### config.mk
export PLATFORM = sky130hd
export DESIGN_NAME = phase_accumulator
export DESIGN_NICKNAME = d
export VERILOG_FILES = /design/src/rtl/phase_accumulator_pkg.sv /design/src/rtl/phase_accumulator_lfsr.sv /design/src/rtl/phase_accumulator.sv
export SDC_FILE = /design/constraint.sdc
export NUM_CORES = 1
export LEC_CHECK = 0
export ABC_AREA = 1
export CAP_MARGIN = 20
export CORE_MARGIN = 1.5
export CORE_UTILIZATION = 50
export CTS_CLUSTER_DIAMETER = 150
export DETAILED_ROUTE_END_ITERATION = 12
export GPL_ROUTABILITY_DRIVEN = 0
export PLACE_DENSITY = 0.76
export SYNTH_ARGS = -nofsm -noshare
export SYNTH_HDL_FRONTEND = slang
export SYNTH_SLANG_ARGS = --single-unit
### constraint.sdc
create_clock -name clk -period 1.75 [get_ports clk]
set_input_delay 0.35 -clock clk [delete_from_list [all_inputs] [get_ports clk]]
set_output_delay 0.35 -clock clk [all_outputs]
set_load 0.005 [all_outputs]
### src/rtl/phase_accumulator_pkg.sv
// ---------------------------------------------------------------------------
// phase_accumulator_pkg
// Shared definitions for the phase-accumulator (NCO) block: default widths,
// FSM state encoding and the dither LFSR polynomial/seed.
// ---------------------------------------------------------------------------
package phase_accumulator_pkg;

    localparam int ACC_W_DEF  = 16;
    localparam int ADDR_W_DEF = 8;
    localparam int FTW_W_DEF  = 12;

    typedef enum logic [1:0] {
        ST_IDLE   = 2'd0,
        ST_RUN    = 2'd1,
        ST_RESYNC = 2'd2
    } state_t;

    // x^8+x^6+x^5+x^4+1 in right-shifting Galois form (bits 7,5,4,3)
    localparam logic [7:0] LFSR_POLY = 8'hB8;
    localparam logic [7:0] LFSR_SEED = 8'h01;

endpackage

### src/rtl/phase_accumulator_lfsr.sv
// ---------------------------------------------------------------------------
// phase_dither_lfsr
// 8-bit Galois LFSR used to dither the truncated phase when forming the
// table address. Advances once per enabled cycle; never reaches zero
// because it is seeded non-zero.
// Ports:
//   clk  in   clock
//   rst  in   synchronous active-high reset (loads LFSR_SEED)
//   en   in   advance one state
//   q    out  current LFSR value
// ---------------------------------------------------------------------------
module phase_dither_lfsr
    import phase_accumulator_pkg::*;
(
    input  logic       clk,
    input  logic       rst,
    input  logic       en,
    output logic [7:0] q
);

    always_ff @(posedge clk) begin
        if (rst) begin
            q <= LFSR_SEED;
        end else if (en) begin
            q <= {1'b0, q[7:1]} ^ (q[0] ? LFSR_POLY : 8'h00);
        end
    end

endmodule

### src/rtl/phase_accumulator.sv
// ---------------------------------------------------------------------------
// phase_accumulator
// NCO stage producing the waveform-table address. The phase advances by the
// shadowed tuning word once per PWM period; new tuning words are taken only
// at phase wrap (phase-continuous), and any waveform-select change restarts
// the phase at 0.
//
// Optional feature: define PHASE_DITHER_EN to add LFSR dither to the bits
// just below the address before truncation (acc itself is never dithered).
// Dither requires ACC_W - ADDR_W >= 8.
//
// Ports:
//   clk           in   system clock
//   rst           in   synchronous active-high reset
//   period_start  in   one-cycle strobe at each PWM period start
//   ftw           in   frequency tuning word (phase step per period)
//   sel           in   waveform select; any change restarts the phase
//   addr          out  registered table address
//   addr_valid    out  one-cycle pulse when addr was just updated
//   wrap          out  one-cycle pulse when the last step overflowed
//
// state     | meaning
// ----------+---------------------------------------------------------
// ST_IDLE   | ftw_q == 0; reload ftw every cycle, no steps or pulses
// ST_RUN    | step acc by ftw_q on each period_start
// ST_RESYNC | cycle after a sel change; phase already zeroed, no step
// ---------------------------------------------------------------------------
module phase_accumulator
    import phase_accumulator_pkg::*;
#(
    parameter int ACC_W  = ACC_W_DEF,
    parameter int ADDR_W = ADDR_W_DEF,
    parameter int FTW_W  = FTW_W_DEF
) (
    input  logic              clk,
    input  logic              rst,
    input  logic              period_start,
    input  logic [FTW_W-1:0]  ftw,
    input  logic [1:0]        sel,
    output logic [ADDR_W-1:0] addr,
    output logic              addr_valid,
    output logic              wrap
);

    logic [ACC_W-1:0] acc;
    logic [FTW_W-1:0] ftw_q;
    logic [1:0]       sel_q;
    state_t           state;

    logic             sel_change;
    logic             step;
    logic [ACC_W:0]   sum;
    logic [ADDR_W-1:0] addr_step;

    assign sel_change = (sel != sel_q);
    // a sel change in the same cycle as a strobe wins and drops the step
    assign step       = (state == ST_RUN) && period_start && !sel_change;
    assign sum        = {1'b0, acc} + {{(ACC_W + 1 - FTW_W){1'b0}}, ftw_q};

`ifdef PHASE_DITHER_EN
    logic [7:0] lfsr_q;
    logic [8:0] dith_sum;

    phase_dither_lfsr u_lfsr (
        .clk (clk),
        .rst (rst),
        .en  (step),
        .q   (lfsr_q)
    );

    // dither is added to the 8 bits below the address; its carry bumps the
    // address but is never written back into acc
    assign dith_sum  = {1'b0, sum[ACC_W-ADDR_W-1 -: 8]} + {1'b0, lfsr_q};
    assign addr_step = sum[ACC_W-1 -: ADDR_W] + ADDR_W'(dith_sum[8]);
`else
    assign addr_step = sum[ACC_W-1 -: ADDR_W];
`endif

    always_ff @(posedge clk) begin
        if (rst) begin
            acc        <= '0;
            ftw_q      <= '0;
            sel_q      <= '0;
            state      <= ST_IDLE;
            addr       <= '0;
            addr_valid <= 1'b0;
            wrap       <= 1'b0;
        end else begin
            addr_valid <= 1'b0;
            wrap       <= 1'b0;
            if (sel_change) begin
                // phase restart becomes visible in the following cycle
                sel_q      <= sel;
                acc        <= '0;
                addr       <= '0;
                addr_valid <= 1'b1;
                ftw_q      <= ftw;
                state      <= ST_RESYNC;
            end else begin
                case (state)
                    ST_IDLE: begin
                        ftw_q <= ftw;
                        if (ftw != '0) begin
                            state <= ST_RUN;
                        end
                    end
                    ST_RUN: begin
                        if (step) begin
                            acc        <= sum[ACC_W-1:0];
                            addr       <= addr_step;
                            addr_valid <= 1'b1;
                            wrap       <= sum[ACC_W];
                            if (sum[ACC_W]) begin
                                ftw_q <= ftw;
                                if (ftw == '0) begin
                                    state <= ST_IDLE;
                                end
                            end
                        end
                    end
                    ST_RESYNC: begin
                        state <= (ftw_q != '0) ? ST_RUN : ST_IDLE;
                    end
                    default: begin
                        state <= ST_IDLE;
                    end
                endcase
            end
        end
    end

endmodule
======== Yosys cells after proc, flatten, opt, wreduce, memory -nomap -nowiden ========
Index checks and enable logic that the tools add are counted.
storage, ports and cells
  input port bits ......................... 17
  logic and storage cells ................. 50
  flip-flop bits (word level) ............. 42
cells by class
  add/sub/neg operators ................... 1
  reductions and logical operators ........ 14
  bitwise gates (word level) .............. 2
  muxes and demuxes ....................... 14
  equal/unequal tests ..................... 11
operator list
  cell                  number
  $mux W12              3
  $pmux W12 S2          1
  $reduce_bool A12 Y1   2
  $add A16 B12 Y17      1
  $logic_not A12 Y1     1
  $mux W2               5
  $ne A3 B3 Y1 const B  3
  $reduce_and A4 Y1     2
  $ne A2 B2 Y1 const B  3
  $pmux W2 S3           1
  $mux W1               4
  $reduce_or A4 Y1      1
  $ne A3 B2 Y1 const B  1
  $reduce_and A3 Y1     1
  $reduce_bool A3 Y1    1
  $eq A2 B1 Y1 const B  1
  $eq A2 B2 Y1 const B  1
  $logic_and A1 B1 Y1   2
  $logic_not A2 Y1      1
  $ne A2 B1 Y1 const B  1
  $ne A2 B2 Y1          1
  $not A1 Y1            2
  $reduce_and A2 Y1     1
  $reduce_or A2 Y1      1
  $logic_not A1 Y1      1

======== Longest topological paths before layout ========
  depth in word-level cells ............... 6
  mapped depth ............................ 13
  gate-level depth less buffers ........... 12

======== Least setup slack after synthesis ========
Ideal clock, no wire load.
  path kind ............................... flip-flop to flip-flop
  from .................................... register acc[0]
  to ...................................... register ftw_q[10]
  data required time ...................... 1640 ps
  setup time .............................. 110 ps
  path buffers ............................ 1
  stages on the path, launching flop included .. 14
  arrival time ............................ 1713 ps
  path slack .............................. -73 ps
  period minus slack after synthesis ...... 1823 ps
  cell sequence ........................... dfxtp_1 -> ha_1 -> fa_1 -> nand2_1 -> nand2_1 -> nand3_1 -> nand2_2 -> nand2_2 -> nand4_4 -> nand3_4 -> buf_6 -> nand2_2 -> inv_1 -> nor2_1
between the ends
  longest elaborated chain between the ends .. 3
RTL lines
  what                         line                      source
  from (decl)                  phase_accumulator.sv:45   logic [ACC_W-1:0] acc;
  from (signal assigned)       phase_accumulator.sv:109  acc <= sum[ACC_W-1:0];
  $add A16 B12 Y17             phase_accumulator.sv:58   assign sum = {1'b0, acc} + {{(ACC_W + 1 - FTW_W){1'b0}}, ftw_q};
  $ne A3 B3 Y1 (no line)       -
  $reduce_and A3 Y1 (no line)  -
  to (signal assigned)         phase_accumulator.sv:97   ftw_q <= ftw;
  to (signal assigned)         phase_accumulator.sv:102  ftw_q <= ftw;
  to (signal assigned)         phase_accumulator.sv:114  ftw_q <= ftw;
  to (decl)                    phase_accumulator.sv:46   logic [FTW_W-1:0] ftw_q;
Every way passes these cells.
A chain may end at the register's enable or synchronous reset.

======== Worst setup path in the final report ========
  from .................................... register ftw_q[0]
  to ...................................... register ftw_q[0]
between the ends
  longest elaborated chain between the ends .. 3
RTL lines
  what                         line
  $add A16 B12 Y17             phase_accumulator.sv:58
  $ne A3 B3 Y1 (no line)       -
  $reduce_and A3 Y1 (no line)  -
Every way passes these cells.

==> flow_summary_export.csv <==
group,metric,value,unit
layout,final_cell_area,2940,µm²
clocking,insertion_delay,0.29,ns
sta,timing.hold.ws,0.500,ns
yosys,netlist_area,2260,µm²
route,wire_per_inst,12.5,µm
sta,hold_viol,0,
placed_design,port_buffers,26,
layout,n_antenna_cell,0,
worst_setup_path,endpoint_kind,"flop",
clocking,htree_levels,2,
floorplan,die_w,70.3,µm
yosys,synth.avg_cell_area,6.69,µm²
min_path,whs_path_depth,2,
pwr,ir_worst_vdd,0.395,mV
sta,final.period_utilization,105,%
pwr,swShare,27.7,%
sta,min_period,1.84,ns
worst_setup_path,r2r-start,"ftw_q[0]",
route,via_count,2214,
floorplan,core_area,4350,µm²
layout,drive_gt1_share,21.1,%
sta,finalClockSkew,0.00331,ns
clocking,clockRootBuffer,"clkbuf_8",
pwr,power.density,657,nW/µm²
clocking,clock-sinks,34,
route,drc_errors,0,
grt,antenna_found_initial,0,
layout,multi_input_area,1340,µm²
grt,grt_pass1_vias,2042,
worst_setup_path,setup.worst_path.start,"ftw_q[0]",
outcome,status,"finished with violations",
yosys,synth_seq_cells,34,
min_path,worstHoldStart,"acc[0]",
pwr,p_int,1.40,mW
min_path,whs_endpoint,"acc[0]",
worst_setup_path,reg2reg_depth,12,
worst_setup_path,criticalPathCategory,"flop to flop",
worst_setup_path,reg2reg_setup_slack,-0.09,ns
grt,grt_first_pass_wirelength,8750,µm
worst_setup_path,cp.arrival,2.07,ns
worst_setup_path,critical_path_required,1.98,ns
outcome,failed_checks,"setup timing",
floorplan,boundaryPins,27,
sta,clock.fmax,0.543,GHz
layout,nNetsFinal,413,
floorplan,die_area,4940,µm²
sta,fin_ws,-0.0923,ns
layout,fillers,381,
pwr,p_leak,1.50,nW
yosys,synthCells,338,
layout,area_delta_synth_final,29.8,%
sta,slew_headroom,78.7,%
sta,maxSlewViolCount,0,
worst_setup_path,regToRegEndpoint,"ftw_q[0]",
placed_design,placed_area,2690,µm²
sta,finalSetupTns,-0.846,ns
grt,grt_start_max_net_pins,14,
pwr,p_sw,534,µW
clocking,cts_made_buffers,5,
route,drt_wl_total,5470,µm
sta,setup_violations,13,
route,dr.first_iter.drc_count,100,
worst_setup_path,cp-start-kind,"flop",
clocking,tritoncts,"done",
grt,grt_util_all_layers,22.3,%
pwr,p_clk_share,37.9,%
clocking,clock_path_buffers,2,
worst_setup_path,cp_max_fo,6,
floorplan,die_y,70.3,µm
layout,seq_area,686,µm²
yosys,synth.distinct_cells,32,
yosys,synthesis.nets,368,
sta,rsz0062_at_grt,"true",
pwr,seqPwrFrac,44.0,%
route,viasPerCell,5.08,
min_path,min_path_type,"flop to flop",
clocking,clkSlewWorstSetupHoldPaths,0.07,ns
route,dr.pass1.iters,4,
sta,worst_pin_slew,0.319,ns
floorplan,rows,24,
route,ant_nets,0,
yosys,yosysWarningCount,0,
job,drv_cap,0,
yosys,yosysSeqAreaShare,30.1,%
placed_design,dp.final_hpwl,3940,µm
grt,grt_overflow,0,
pwr,comb_power_share,18.1,%
floorplan,initial_core_util,52.0,%
-- cell type report --
cell class	count	area share (%)
clock buffer	5	2.34
clock inverter	3	1.36
inverter	67	8.57
multi-input combinational	222	45.8
sequential	34	23.4
tap	52	2.22
timing repair buffer	53	16.4
-- kinds of logic after synthesis --
| family | after synthesis | synth area share (%) |
|---|---|---|
| AND/OR/NAND/NOR | 156 | 32.5 |
| XOR/XNOR | 9 | 3.48 |
| adder cells (fa/ha/maj) | 13 | 7.52 |
| buffers and inverters | 83 | 15.8 |
| AO/OA/AOI/OAI | 43 | 10.7 |
| flip-flops | 34 | 30.1 |
-- routing by layer --
layer	track usage, %	vias to the layer above	routed length, µm
met5	0	-	0
met4	10.7	0	129
met3	5.19	14	263
met2	37.4	60	2720
met1	26.7	986	2360
li1	-	1154	-
-- flip-flops by register name, indices dropped and copies added, names as in the netlist --
register,cells
sel_q,2
addr,7
addr_valid,1
acc,9
wrap,1
state,2
ftw_q,12
-- timing repair --
item                       4_1_cts  5_1_grt
gates cloned                     0        2
resized for setup                6       20
pin swaps                        3        4
setup endpoints to repair       18       25
hold buffers                     0        0
setup buffers                    0        2
-- cells in the mapped netlist --
master	instances	area (µm²)
a21oi_1	21	105
a31oi_1	1	6.26
buf_1	1	3.75
buf_2	3	15.0
buf_4	9	67.6
buf_6	1	11.3
clkbuf_1	2	7.51
dfxtp_1	34	681
fa_1	1	20.0
ha_1	12	150
inv_1	64	240
inv_2	3	11.3
nand2_1	66	248
nand2_2	13	81.3
nand3_1	15	75.1
nand3_4	1	17.5
nand4_1	16	100
nand4_4	1	21.3
nor2_1	35	131
nor2_2	1	6.26
nor2_4	1	11.3
nor3_1	2	10.0
nor3b_1	1	7.51
nor4_1	2	12.5
o211ai_1	2	15.0
o21a_1	2	15.0
o21ai_0	11	55.1
o21bai_1	6	45.0
or2_1	1	6.26
or2_2	1	6.26
xnor2_1	4	35.0
xor2_1	5	43.8
-- worst max-delay path, stage by stage (launching register included) --
cell,delay (ns)
dfxtp_2,0.34
ha_4,0.16
fa_2,0.37
nand2_2,0.07
nand2_2,0.06
nand3_2,0.08
nand2_4,0.07
nand2_2,0.09
nand4_4,0.13
buf_2,0.20
nand4_1,0.07
nand2_1,0.06
nor2_1,0.08
-- power by group through the flow --
stage / sequential, mW / combinational, mW / clock [mW]
floorplan: 0.851 / 0.216 / 0
global placement: 0.861 / 0.320 / 0
detailed placement: 0.863 / 0.328 / 0
CTS: 0.845 / 0.330 / 0.744
global route: 0.853 / 0.394 / 0.763
finish: 0.849 / 0.349 / 0.730
-- layout by cell type (no fill, tap or decap), drive strengths merged --
cell type,instances
o21a,2
clkbuf,5
nor3,2
clkinv,2
o211ai,2
nand4,17
a31oi,1
dfxtp,34
ha,12
bufinv,1
nor4,2
nor3b,1
o21bai,6
buf,27
nand3,17
fa,1
xnor2,4
nor2,37
o21ai,11
clkdlybuf4s50,26
or2,2
nand2,79
a21oi,21
xor2,5
inv,67
-- how the worst max path moves through the flow --
stage	end	depth (start not counted)
after floorplan	ftw_q[10]	13
after global placement	ftw_q[0]	9
after detailed placement	ftw_q[11]	9
after CTS	ftw_q[6]	12
after global routing	ftw_q[1]	11
final	ftw_q[0]	12
-- per-stage QoR --
step | instances | power [mW] | util, % | setup WS [ns]
floorplan | 338 | 1.07 | - | 0.0149
global placement | 424 | 1.18 | 61.8 | -0.0883
detailed placement | 424 | 1.19 | 61.8 | -0.145
CTS | 432 | 1.92 | 64.9 | -0.0752
global route | 436 | 2.01 | 67.4 | -0.202
finish | 436 | 1.93 | 67.4 | -0.0923
Note: power is estimated with default switching activity, not from simulation.
